### src/rtl/axivideo_sync.sv
// Frame-alignment stage for AXI video: drops input until a frame start, then
// forwards whole frames with TLAST/TUSER regenerated from x/y counters.
// Optional: define AXIVIDEO_SYNC_STATS_EN to add the o_err_count port.
module axivideo_sync #(
    parameter int PW               = 24,
    parameter int LGDIM            = 10,
    parameter bit OPT_TUSER_IS_SOF = 1'b1
) (
    input  logic             i_clk,
    input  logic             i_reset_n,
    input  logic             S_VID_TVALID,
    output logic             S_VID_TREADY,
    input  logic [PW-1:0]    S_VID_TDATA,
    input  logic             S_VID_TLAST,
    input  logic             S_VID_TUSER,
    output logic             M_VID_TVALID,
    input  logic             M_VID_TREADY,
    output logic [PW-1:0]    M_VID_TDATA,
    output logic             M_VID_TLAST,
    output logic             M_VID_TUSER,
    input  logic [LGDIM-1:0] i_width,
    input  logic [LGDIM-1:0] i_height,
    output logic             o_in_sync,
`ifdef AXIVIDEO_SYNC_STATS_EN
    output logic             o_sync_err,
    output logic [15:0]      o_err_count
`else
    output logic             o_sync_err
`endif
);

    typedef enum logic {S_WAIT, S_PASS} state_t;

    state_t            state, state_next;
    logic [LGDIM-1:0]  x, y, w, h;
    logic [LGDIM-1:0]  cur_x, cur_y, cur_w, cur_h;
    logic              x_end, y_end;
    logic              exp_last, exp_user;
    logic              accept, mismatch, sof, load;

    assign S_VID_TREADY = (state == S_WAIT) || !M_VID_TVALID || M_VID_TREADY;
    assign accept       = S_VID_TVALID && S_VID_TREADY;

    // In WAIT the pixel under test is evaluated as position (0,0) of a new frame
    always_comb begin
        cur_x    = (state == S_PASS) ? x : '0;
        cur_y    = (state == S_PASS) ? y : '0;
        cur_w    = (state == S_PASS) ? w : i_width;
        cur_h    = (state == S_PASS) ? h : i_height;
        x_end    = ({1'b0, cur_x} + (LGDIM+1)'(1)) == {1'b0, cur_w};
        y_end    = ({1'b0, cur_y} + (LGDIM+1)'(1)) == {1'b0, cur_h};
        exp_user = 1'b0;
        exp_last = 1'b0;
        if (OPT_TUSER_IS_SOF) begin
            exp_user = (cur_x == '0) && (cur_y == '0);
            exp_last = x_end;
        end else begin
            exp_user = x_end;
            exp_last = x_end && y_end;
        end
    end

    assign mismatch = accept && (state == S_PASS) &&
                      ((S_VID_TLAST != exp_last) || (S_VID_TUSER != exp_user));
    assign sof      = accept && (state == S_WAIT) &&
                      (OPT_TUSER_IS_SOF ? S_VID_TUSER : S_VID_TLAST);
    assign load     = accept && (((state == S_PASS) && !mismatch) ||
                                 (OPT_TUSER_IS_SOF && sof));

    always_ff @(posedge i_clk) begin
        if (!i_reset_n)
            state <= S_WAIT;
        else
            state <= state_next;
    end

    always_comb begin
        state_next = state;
        case (state)
            S_WAIT:  if (sof)      state_next = S_PASS;
            S_PASS:  if (mismatch) state_next = S_WAIT;
            default:               state_next = S_WAIT;
        endcase
    end

    // Position counters; dimensions are only sampled at sync and at frame wrap
    always_ff @(posedge i_clk) begin
        if (!i_reset_n) begin
            x <= '0;
            y <= '0;
        end else if (mismatch) begin
            x <= '0;
            y <= '0;
        end else if (sof && !OPT_TUSER_IS_SOF) begin
            x <= '0;
            y <= '0;
            w <= i_width;
            h <= i_height;
        end else if (load) begin
            if (state == S_WAIT || (x_end && y_end)) begin
                w <= i_width;
                h <= i_height;
            end
            if (x_end) begin
                x <= '0;
                y <= y_end ? '0 : cur_y + LGDIM'(1);
            end else begin
                x <= cur_x + LGDIM'(1);
                y <= cur_y;
            end
        end
    end

    always_ff @(posedge i_clk) begin
        if (!i_reset_n) begin
            M_VID_TVALID <= 1'b0;
            M_VID_TDATA  <= '0;
            M_VID_TLAST  <= 1'b0;
            M_VID_TUSER  <= 1'b0;
            o_in_sync    <= 1'b0;
            o_sync_err   <= 1'b0;
        end else begin
            if (load) begin
                M_VID_TVALID <= 1'b1;
                M_VID_TDATA  <= S_VID_TDATA;
                M_VID_TLAST  <= exp_last;
                M_VID_TUSER  <= exp_user;
            end else if (M_VID_TREADY) begin
                M_VID_TVALID <= 1'b0;
            end
            o_in_sync  <= (state_next == S_PASS);
            o_sync_err <= mismatch;
        end
    end

`ifdef AXIVIDEO_SYNC_STATS_EN
    always_ff @(posedge i_clk) begin
        if (!i_reset_n)
            o_err_count <= '0;
        else if (o_sync_err && (o_err_count != 16'hffff))
            o_err_count <= o_err_count + 16'd1;
    end
`endif

endmodule

### config.mk
export PLATFORM = sky130hd
export DESIGN_NAME = axivideo_sync
export DESIGN_NICKNAME = d
export VERILOG_FILES = /design/src/rtl/axivideo_sync.sv
export SDC_FILE = /design/constraint.sdc
export NUM_CORES = 1
export LEC_CHECK = 0
export ABC_AREA = 1
export CORE_MARGIN = 4
export CORE_UTILIZATION = 30
export CTS_BUF_LIST = sky130_fd_sc_hd__clkbuf_4 sky130_fd_sc_hd__clkbuf_8
export DETAILED_ROUTE_END_ITERATION = 12
export PLACE_DENSITY = 0.56
export SETUP_SLACK_MARGIN = 0.02
export SLEW_MARGIN = 15
export SYNTH_ARGS = -nofsm -noshare
export SYNTH_HDL_FRONTEND = slang
export SYNTH_SLANG_ARGS = --single-unit
### constraint.sdc
create_clock -name i_clk -period 4.36 [get_ports i_clk]
set_clock_uncertainty 0.05 [all_clocks]
set_input_delay 0.872 -clock i_clk [delete_from_list [all_inputs] [get_ports i_clk]]
set_output_delay 0.872 -clock i_clk [all_outputs]
set_load 0.01 [all_outputs]
## After elaboration in Yosys (flattened, before gate mapping)

Cells that the tools add are included.

| word-level totals | value |
|---|---|
| word-level logic and storage cells | 54 |
| memory bits (read-only) | 0 |
| memories kept | 0 |
| bits in latches | 0 |
| RAM bits | 0 |
| register bits | 69 |
| output and inout port bits | 30 |

| cells by class | value |
|---|---|
| $add $sub $neg | 4 |
| $lt $le $gt $ge | 0 |
| muxes and demuxes | 12 |
| div/mod/pow operators | 0 |
| $mul | 0 |
| shift operators | 0 |
| reduce and logical (&&, ||, !) cells | 21 |
| bitwise operators | 3 |
| eq/ne operators | 4 |

Operators by type and width:

| kind | count |
|---|---|
| two-way mux 10 bit | 7 |
| adder 10 x 1 -> 11 bit, second input constant | 2 |
| equality test 11 x 10 -> 1 bit | 2 |
| adder 10 x 1 -> 10 bit, second input constant | 2 |
| logical NOT 10 bit | 2 |
| logical AND 1 bit | 9 |
| logical OR 1 bit | 5 |
| two-way mux 1 bit | 4 |
| AND reduction 4 bit | 1 |
| NOT 1 bit | 3 |
| logical NOT 1 bit | 2 |
| != test 1 bit | 2 |
| case mux 1 bit (2 select lines) | 1 |
| nonzero test 2 bit | 1 |
| OR reduction 2 bit | 1 |

## Longest topological paths before layout

Gate-level depths: netlist of run 1.

| depth | value |
|---|---|
| depth in word-level cells | 11 |
| mapped depth | 24 |

## Least setup slack after synthesis of run 1

OpenSTA, ideal clock, no wires.

| timing | value |
|---|---|
| path kind | reg-to-reg |
| from | reg, netlist name o_in_sync |
| to | reg h[0], enable pin |
| period minus slack after synthesis | 3754 ps |
| setup time | 394 ps |
| slack | 606 ps |
| arrival | 3310 ps |
| data required time | 3916 ps |
| cell stages (with the launch flop) | 20 |
| cells stage by stage | dfxtp_1 > buf_6 > buf_8 > buf_8 > buf_8 > buf_2 > nand2_1 > inv_1 > ha_1 > nand2_2 > nor2_2 > nand2_1 > nand2_1 > nand2_1 > xor2_1 > nor2_1 > nand3b_1 > nor2_4 > a21oi_2 > nor3_2 |

RTL lines:

| item | line | RTL |
|---|---|---|
| end signal, assigned | 98 | `h <= i_height;` |
| end signal, assigned | 102 | `h <= i_height;` |
| end, declared | 35 | `logic [LGDIM-1:0] x, y, w, h;` |

==> results of run 1 <==
sequential cells by signal, indices dropped and copies added (netlist names), 10 cells and up:
| name | flops |
|---|---|
| M_VID_TDATA | 24 |
| w | 10 |
| h | 10 |
| y | 10 |
| x | 10 |
power groups by stage:
stage               clock network (mW)  logic (mW)  registers (mW)
floorplan                            0       0.218           0.749
global placement                     0       0.346           0.746
detailed placement                   0       0.350           0.747
CTS                              0.642       0.351           0.733
global route                     0.668       0.388           0.737
finish                           0.625       0.348           0.733
per-layer routing:
metal | track usage | vias up | wire length (um)
met4 | 0.0795 | 0 | 361
met1 | 0.194 | 1958 | 5780
li1 | - | 2201 | -
met5 | 0 | - | 0
met2 | 0.254 | 103 | 6170
met3 | 0.0254 | 29 | 437
worst paths after layout:
kind,startpoint,to,slack [ps],depth (start not counted)
max,o_in_sync,h[3],760,16
min,M_VID_TDATA[23],M_VID_TDATA[23],440,2
max reg2reg,o_in_sync,h[3],760,16
min reg2reg,M_VID_TDATA[23],M_VID_TDATA[23],440,2
final cells by class:
| class | count | area share |
|---|---|---|
| clock buffers | 12 | 0.0287 |
| flip-flops and latches | 69 | 0.286 |
| clock inverters | 4 | 0.0127 |
| inverters | 54 | 0.0366 |
| multi-input cells | 480 | 0.443 |
| repair buffers | 85 | 0.151 |
| well taps | 184 | 0.0416 |
kinds of logic (layout without fill, tap and decap cells):
family,count (synthesis),after routing,synth area share
adder cells (fa/ha/maj),4,4,0.0113
AO/OA/AOI/OAI,67,67,0.0938
buffers and inverters,83,155,0.0932
AND/OR/NAND/NOR,395,395,0.417
multiplexers,6,6,0.0135
XOR/XNOR,8,8,0.0158
flip-flops,69,69,0.356
cells in the final DEF, fill, tap and decap left out, types with 2 or more instances in the layout:
cell             netlist  routed
nor3_2                 2       2
a21oi_1               22      22
inv_2                  4       4
nor2_2                 4       4
buf_4                  4       6
nand3_2                5       5
bufinv_16              0       2
clkbuf_8               0      11
nand2_2                8       8
xor2_1                 7       7
or2_1                  2       2
nand2_4                4       4
nand3_1               40      40
mux2i_1                6       6
edfxtp_1              20      20
or2_2                  3       3
o21ai_1               11      11
nand4_1               17      17
a21oi_2               11      11
clkdlybuf4s50_1        0      79
o21ai_0                6       6
dfxtp_1               49      48
nor2_1                99      98
inv_1                 49      49
nor2_4                 5       6
nand2_1              170     170
ha_1                   4       4
nor4_1                 2       2
nand3b_1              28      28
clkinv_2               0       2
nor3_1                 4       4
o211ai_1              14      14
o22ai_1                2       2
through the flow:
stage	area (sq um)	std cells	power (mW)	hold slack [ps]	setup WS, ps
after floorplan	4440	632	0.967	424	606
after global placement	5310	872	1.09	413	776
after detailed placement	5310	872	1.10	423	714
after CTS	5540	888	1.73	443	734
after global routing	5540	888	1.79	469	334
final	5540	888	1.71	437	760
worst reg2reg max path, cell delays in order, from the launching register on:
cell and delay [ps]:
dfxtp_2 470, buf_4 480, nand2_1 220, nor2_2 260, nand3_1 150, nand3_1 160, nand2_1 100, nor2_1 110
nand2_1 60, nor2_1 140, nand3_1 90, nand2_1 90, nand2_2 60, nand2_4 130, nand2_4 200, nor3_2 160
buf_4 340
==> impl_metrics.py, run 1 <==
metrics = {
    "run_status": {
        "status": "completed",
    },
    "setup_path": {
        "path_delay_family": "simple AND/OR/NAND/NOR gates",
        "crit_slowest_cell": "dfxtp_2",
        "crit_chain": "buf_4, nand2_1, nor2_2, nand3_1, nand3_1, nand2_1, nor2_1, nand2_1, nor2_1, nand3_1, nand2_1, nand2_2, nand2_4, nand2_4, nor3_2, buf_4",
        "crit_path_start_kind": "register",
        "critical_path_class": "reg -> reg",
        "crit_path_end_kind": "register",
        "crit_path_frequent_cell": "nand2_1",
        "worstPathRequired_ps": 4350,
        "path_buf_inv": 2,
        "crit_path_max_incr_delay_ps": 470,
        "worstPathArrival_ps": 3590,
        "worstPathMaxFanout": 42,
    },
    "pwr": {
        "ir_drop_v": 0.000148,
        "combPwrFrac": 0.204,
        "power.density_mw_per_mm2": 308,
        "p_switching_uw": 487,
        "p_leak_nw": 2.39,
        "internal-power_mw": 1.22,
        "swShare": 0.286,
        "seq_power_share": 0.430,
        "p_clk_frac": 0.366,
    },
    "routing": {
        "routedWlPerCell_um": 14.4,
        "dr.pass1.iters": 5,
        "wirelength_um": 12700,
        "num_vias": 4291,
        "drc_errors": 0,
        "first_iter_violations": 325,
        "viasPerCell": 4.83,
        "ant_nets": 0,
    },
    "clock_tree": {
        "cts-resized-gates": 0,
        "clk_pin_slew_ps": 70,
        "hold_buffers": 0,
        "post_cts_buffers": 0,
        "clock-root-buffer": "clkbuf_8",
        "cts_sinks": 69,
        "cts_buffers": 9,
        "insertion_delay_ps": 370,
        "htree_levels": 3,
        "cts_tree": "done",
        "ctsLongestPathBuffers": 2,
    },
    "logic_synthesis": {
        "synth_cell_types": 38,
        "synthArstFlopShare": 0,
        "yosysSeqAreaShare": 0.356,
        "avgSynthCellArea_sq_um": 7.03,
        "yosys-top-cells-count": "170 x nand2_1, 99 x nor2_1, 49 x dfxtp_1, 49 x inv_1, 40 x nand3_1",
        "synth_top_area_cell": "dfxtp_1",
        "netlist_top_cells_area": "dfxtp_1 22%, nand2_1 14%, edfxtp_1 14%, nor2_1 8.4%, nand3b_1 4.7%",
        "synthFlopType": "dfxtp_1",
        "yosysTopAreaCellShare": 0.221,
        "syn_inst": 632,
        "yosysWarnings": 0,
        "synth_seq_cells": 69,
        "synth_area_sq_mm": 0.00444,
        "yosysMostFrequentCell": "nand2_1",
        "synth_edf_count": 20,
        "synthesis.nets": 686,
    },
    "timing": {
        "grt_setup_unrepaired": "no",
        "setup_viol": 0,
        "period_minus_slack_ps": 3600,
        "tns_ps": 0,
        "maxSlewHeadroom": 0.567,
        "hold_viol": 0,
        "tightest_slew_ps": 649,
        "drv_slew": 0,
        "max_freq_ghz": 0.278,
        "period_share": 0.826,
    },
    "final_layout": {
        "multi_input_area_sq_mm": 0.00245,
        "antenna_cells": 0,
        "finalNetCount": 753,
        "area_growth_pct": 24.6,
        "seq_area_sq_mm": 0.00158,
        "drive_above_1_share": 0.0994,
        "fin_util": 0.381,
        "fill_cells": 1537,
    },
    "job": {
        "drv_cap": 0,
    },
    "die": {
        "core_sq_mm": 0.0145,
        "start_util": 0.306,
        "die-width_um": 130,
        "die_y_um": 130,
        "io_pins": 80,
        "row_count": 44,
        "die-area_sq_mm": 0.0168,
    },
    "placed_design": {
        "place.gp.congestion": 1.02,
        "dp_hpwl_um": 9420,
        "portBuffers": 79,
    },
    "min_path": {
        "hp-class": "reg -> reg",
    },
    "global_route": {
        "grt_util_all_layers": 0.154,
        "overflow": 0,
        "grt_max_degree": 61,
        "grt_pass1_wl_um": 20800,
        "grt_pass1_vias": 4350,
        "grt_antenna_before_repair": 0,
    },
}
No activity file was read; power rests on OpenSTA's default activity.
==> run 2: changes to the inputs <==
Settings changed: PLACE_DENSITY 0.56 to 0.57.
Clock period 4.36 ns to 3.2 ns, I/O delays scaled along.
==> run 2 against run 1 <==
- sequential power up 36%
- final cell count is 1.2% higher
- largest power group unchanged
- total power rose by 32%
==> impl_metrics.py, run 2 (synthesized netlist as in run 1, its figures left out) <==
metrics = {
    "run_status": {
        "status": "completed",
    },
    "timing": {
        "setup_viol": 0,
        "hold_viol": 0,
        "period_minus_slack_ps": 2930,
        "grt_setup_unrepaired": "no",
        "drv_slew": 0,
        "max_freq_ghz": 0.341,
        "period_share": 0.915,
        "tns_ps": 0,
        "tightest_slew_ps": 468,
        "maxSlewHeadroom": 0.688,
    },
    "routing": {
        "ant_nets": 0,
        "first_iter_violations": 283,
        "drc_errors": 0,
        "wirelength_um": 12800,
        "viasPerCell": 4.86,
        "num_vias": 4370,
        "dr.pass1.iters": 4,
        "routedWlPerCell_um": 14.3,
    },
    "die": {
        "core_sq_mm": 0.0145,
        "row_count": 44,
        "die_y_um": 130,
        "die-area_sq_mm": 0.0168,
        "io_pins": 80,
        "die-width_um": 130,
        "start_util": 0.306,
    },
    "clock_tree": {
        "clock-root-buffer": "clkbuf_8",
        "cts_sinks": 69,
        "clk_pin_slew_ps": 80,
        "ctsLongestPathBuffers": 2,
        "insertion_delay_ps": 380,
        "cts_buffers": 9,
        "cts_tree": "done",
        "htree_levels": 3,
    },
    "setup_path": {
        "crit_slowest_cell": "dfxtp_4",
        "worstPathArrival_ps": 2960,
        "crit_chain": "nand2_2, inv_1, ha_4, nand3_4, nor2_4, nand2_1, nand2_1, nand2_1, nand2_1, nand2_1, inv_1, nand2_1, nor2_1, nand3_1, nand2_1, nand2_2, nand2_4, nand2_2, nor3_4, buf_12",
        "crit_path_frequent_cell": "nand2_1",
        "crit_path_end_kind": "register",
        "worstPathRequired_ps": 3230,
        "critical_path_class": "reg -> reg",
        "crit_path_max_incr_delay_ps": 410,
        "worstPathMaxFanout": 20,
        "crit_path_start_kind": "register",
    },
    "placed_design": {
        "dp_hpwl_um": 9220,
        "place.gp.congestion": 0.957,
        "portBuffers": 79,
    },
    "final_layout": {
        "finalNetCount": 764,
        "area_growth_pct": 28.4,
        "layout_common_cells": "168 x nand2_1, 98 x nor2_1, 79 x clkdlybuf4s50_1",
        "multi_input_area_sq_mm": 0.00252,
        "seq_area_sq_mm": 0.00159,
        "largest_reg_flops": 24,
        "drive_above_1_share": 0.124,
        "top_register": "M_VID_TDATA",
        "fill_cells": 1535,
        "layout_commonest_cell": "nand2_1",
        "antenna_cells": 0,
    },
    "pwr": {
        "power.density_mw_per_mm2": 395,
        "total_power_mw": 2.26,
        "p_leak_nw": 2.46,
        "ir_drop_v": 0.000193,
    },
    "global_route": {
        "grt-busiest-layer": "met2",
        "met2_usage": 0.270,
        "grt_antenna_before_repair": 0,
        "overflow": 0,
        "grt_pass1_vias": 4315,
        "grtUsageMet3": 0.0344,
        "grt_util_all_layers": 0.158,
        "grt_use_met1": 0.193,
        "grt_max_degree": 66,
        "grt_pass1_wl_um": 21100,
    },
    "min_path": {
        "hp-class": "reg -> reg",
    },
    "job": {
        "drv_cap": 0,
    },
}
==> run 2: cell types whose count changed in the layout (fill, tap and decap cells not counted), moves of 3 or more <==
| cell | before | now |
|---|---|---|
| buf_12 | 0 | 3 |
| buf_4 | 6 | 12 |
| clkinv_4 | 0 | 3 |
| inv_1 | 49 | 46 |
==> run 2: worst paths after layout <==
kind                        start               to  slack (ps)  cells past startpoint
setup / recovery        o_in_sync             h[7]         270                     20
hold / removal    M_VID_TDATA[22]  M_VID_TDATA[22]         440                      2
setup reg to reg        o_in_sync             h[7]         270                     20
hold reg to reg   M_VID_TDATA[22]  M_VID_TDATA[22]         440                      2
==> run 2: power by group <==
| part | total [mW] | internal [mW] | switching [mW] |
|---|---|---|---|
| combinational | 0.497 | 0.230 | 0.267 |
| clock | 0.760 | 0.376 | 0.384 |
| sequential | 0.999 | 0.956 | 0.0429 |
| total | 2.26 | 1.56 | 0.694 |
==> run 2: area by class of cell <==
type,instances,share of cell area
Multi-Input combinational cell,480,0.441
Sequential cell,69,0.278
Timing Repair Buffer,96,0.169
Tap cell,184,0.0403
Inverter,54,0.0360
Clock buffer,10,0.0230
Clock inverter,6,0.0125
==> run 2: worst max-delay path: cells and delay by family (launching register included) <==
family                     cells  cell delay (ps)
buffers and inverters          3              380
adders and majority gates      1              160
DFF                            1              410
and+or+nand+nor               16             1640
==> run 2: layer usage <==
metal,share of wire,vias to the layer above
met5,0,-
met4,0.023,0
met3,0.040,23
met2,0.50,99
met1,0.44,2022
li1,-,2226
==> run 2: through the flow <==
| stage | worst slack (ps) | hold slack (ps) | instance area (sq um) | utilization | std cells |
|---|---|---|---|---|---|
| detailed placement | 94.6 | 425 | 5480 | 0.377 | 882 |
| global route | 13.0 | 465 | 5710 | 0.393 | 899 |
| global placement | 119 | 412 | 5480 | 0.377 | 882 |
| finish | 271 | 440 | 5710 | 0.393 | 899 |
| CTS | 155 | 446 | 5680 | 0.391 | 898 |
| floorplan | -20.2 | 424 | 4520 | - | 632 |
==> run 2: timing repair <==
action | 4_1_cts | 5_1_grt
setup endpoints to repair | 0 | 24
buffers inserted | 0 | 1
resized for setup | 0 | 5
hold buffers | 0 | 0
==> run 3: changes to the inputs <==
Settings changed: CORE_ASPECT_RATIO from default to 2, GPL_ROUTABILITY_DRIVEN from default to 0, SLEW_MARGIN 15 to default.
==> run 3 against run 2 <==
- sequential share of layout area shrank 0.74 points
- critical path depth is the same
- final area grew 2.7%
- final cell count grew 2.1%
- global-route usage grew 0.49 points
- utilization grew 1.3 points
- count of clock-buffer cells in the layout shrank 1
- critical path type unchanged
- critical endpoint is now h[1]
==> impl_metrics.py, run 3 (synthesized netlist as in run 1, its figures left out) <==
metrics = {
    "run_status": {
        "status": "completed",
    },
    "placed_design": {
        "portBuffers": 79,
        "dp_hpwl_um": 10300,
    },
    "final_layout": {
        "area_growth_pct": 31.9,
        "top_register": "M_VID_TDATA",
        "layout_common_cells": "165 x nand2_1, 98 x nor2_1, 79 x clkdlybuf4s50_1",
        "largest_reg_flops": 24,
        "finalNetCount": 775,
        "antenna_cells": 0,
        "layout_commonest_cell": "nand2_1",
        "fin_util": 0.406,
        "fill_cells": 1532,
        "drive_above_1_share": 0.142,
    },
    "pwr": {
        "combPwrFrac": 0.219,
        "ir_drop_v": 0.000239,
        "p_leak_nw": 2.53,
        "p_switching_uw": 719,
        "swShare": 0.304,
        "seq_power_share": 0.421,
        "power.density_mw_per_mm2": 404,
        "internal-power_mw": 1.65,
        "p_clk_frac": 0.359,
    },
    "global_route": {
        "grt_max_degree": 52,
        "grt_antenna_before_repair": 0,
        "grt_util_all_layers": 0.163,
        "overflow": 0,
        "grt_pass1_wl_um": 21700,
        "grt_pass1_vias": 4499,
    },
    "timing": {
        "tightest_slew_ps": 490,
        "hold_viol": 0,
        "max_freq_ghz": 0.329,
        "period_share": 0.949,
        "setup_viol": 0,
        "tns_ps": 0,
        "maxSlewHeadroom": 0.673,
        "drv_slew": 0,
        "period_minus_slack_ps": 3040,
    },
    "routing": {
        "ant_nets": 0,
        "wirelength_um": 13800,
        "viasPerCell": 4.91,
        "routedWlPerCell_um": 15.0,
        "num_vias": 4504,
        "first_iter_violations": 173,
        "drc_errors": 0,
        "dr.pass1.iters": 4,
    },
    "min_path": {
        "hp-class": "reg -> reg",
    },
    "die": {
        "die_y_um": 180,
        "io_pins": 80,
        "row_count": 62,
        "start_util": 0.308,
        "die-area_sq_mm": 0.0169,
        "die-width_um": 94.1,
        "core_sq_mm": 0.0144,
    },
    "clock_tree": {
        "clk_pin_slew_ps": 90,
        "cts_sinks": 69,
        "insertion_delay_ps": 370,
        "htree_levels": 3,
        "cts_tree": "done",
        "clock-root-buffer": "clkbuf_8",
        "cts_buffers": 9,
        "ctsLongestPathBuffers": 2,
        "hold_buffers": 0,
    },
    "setup_path": {
        "worstPathArrival_ps": 3070,
        "crit_path_end_kind": "register",
        "critical_path_class": "reg -> reg",
        "worstPathMaxFanout": 14,
        "crit_path_start_kind": "register",
        "worstPathRequired_ps": 3230,
    },
    "job": {
        "drv_cap": 0,
    },
}
[run 3: power by group through the flow]
stage               combinational (mW)  sequential [mW]  clock, mW
floorplan                        0.303             1.02          0
global placement                 0.501             1.02          0
detailed placement               0.505             1.02          0
CTS                              0.508            0.999      0.872
global route                     0.571             1.01      0.916
finish                           0.519            0.998      0.851
[run 3: routing by layer]
layer | GRT usage | vias to the layer above | routed length (um)
met5 | 0 | - | 0
met3 | 0.0376 | 51 | 595
met1 | 0.158 | 2068 | 4930
li1 | - | 2249 | -
met2 | 0.294 | 136 | 7320
met4 | 0.112 | 0 | 931
[run 3: critical path: stages (launching register included)]
cell and delay (ps):
dfxtp_4 390, buf_4 150, buf_4 170, inv_1 100, buf_6 180, nand2_1 60, nand2_1 160, inv_1 70
nand3_1 100, nand2_1 80, nor2_1 120, nand2_1 60, nor2_1 100, nand3_1 80, nand2_1 90, nand2_2 60
nand2_4 90, nand2_2 90, nor3_4 200, buf_4 180, buf_12 140
[run 3: repair_timing]
item	CTS	global route
pin swaps	0	3
setup endpoints to repair	23	46
hold endpoints to repair	0	0
gates cloned	0	2
gates resized for setup	2	7
setup buffers	0	8
[run 3: cell type report]
type                            count  area, sq um  share of cell area
Sequential cell                    69         1590               0.271
Multi-Input combinational cell    480         2530               0.432
Timing Repair Buffer              107         1070               0.182
Clock inverter                      7          105              0.0179
Inverter                           54          205              0.0350
Tap cell                          192          240              0.0410
Clock buffer                        9          124              0.0211
[run 3: worst paths after layout]
| kind | startpoint | to | slack, ps | cells after the start |
|---|---|---|---|---|
| setup / recovery | o_in_sync | h[1] | 160 | 20 |
| hold reg to reg | M_VID_TDATA[5] | M_VID_TDATA[5] | 440 | 2 |
| setup reg to reg | o_in_sync | h[1] | 160 | 20 |
| hold / removal | M_VID_TDATA[5] | M_VID_TDATA[5] | 440 | 2 |
[run 3: per-stage QoR]
| step | cells | total power, mW | instance area, sq um | worst slack (ps) | hold slack [ps] |
|---|---|---|---|---|---|
| 3_3_place_gp | 892 | 1.52 | 5510 | 77.5 | 415 |
| 4_1_cts | 908 | 2.38 | 5740 | 70.7 | 448 |
| 5_1_grt | 918 | 2.49 | 5860 | -14.0 | 467 |
| 3_5_place_dp | 892 | 1.52 | 5510 | 3.23 | 426 |
| 6_report | 918 | 2.37 | 5860 | 163 | 443 |
| 2_1_floorplan | 632 | 1.32 | 4520 | -20.2 | 424 |
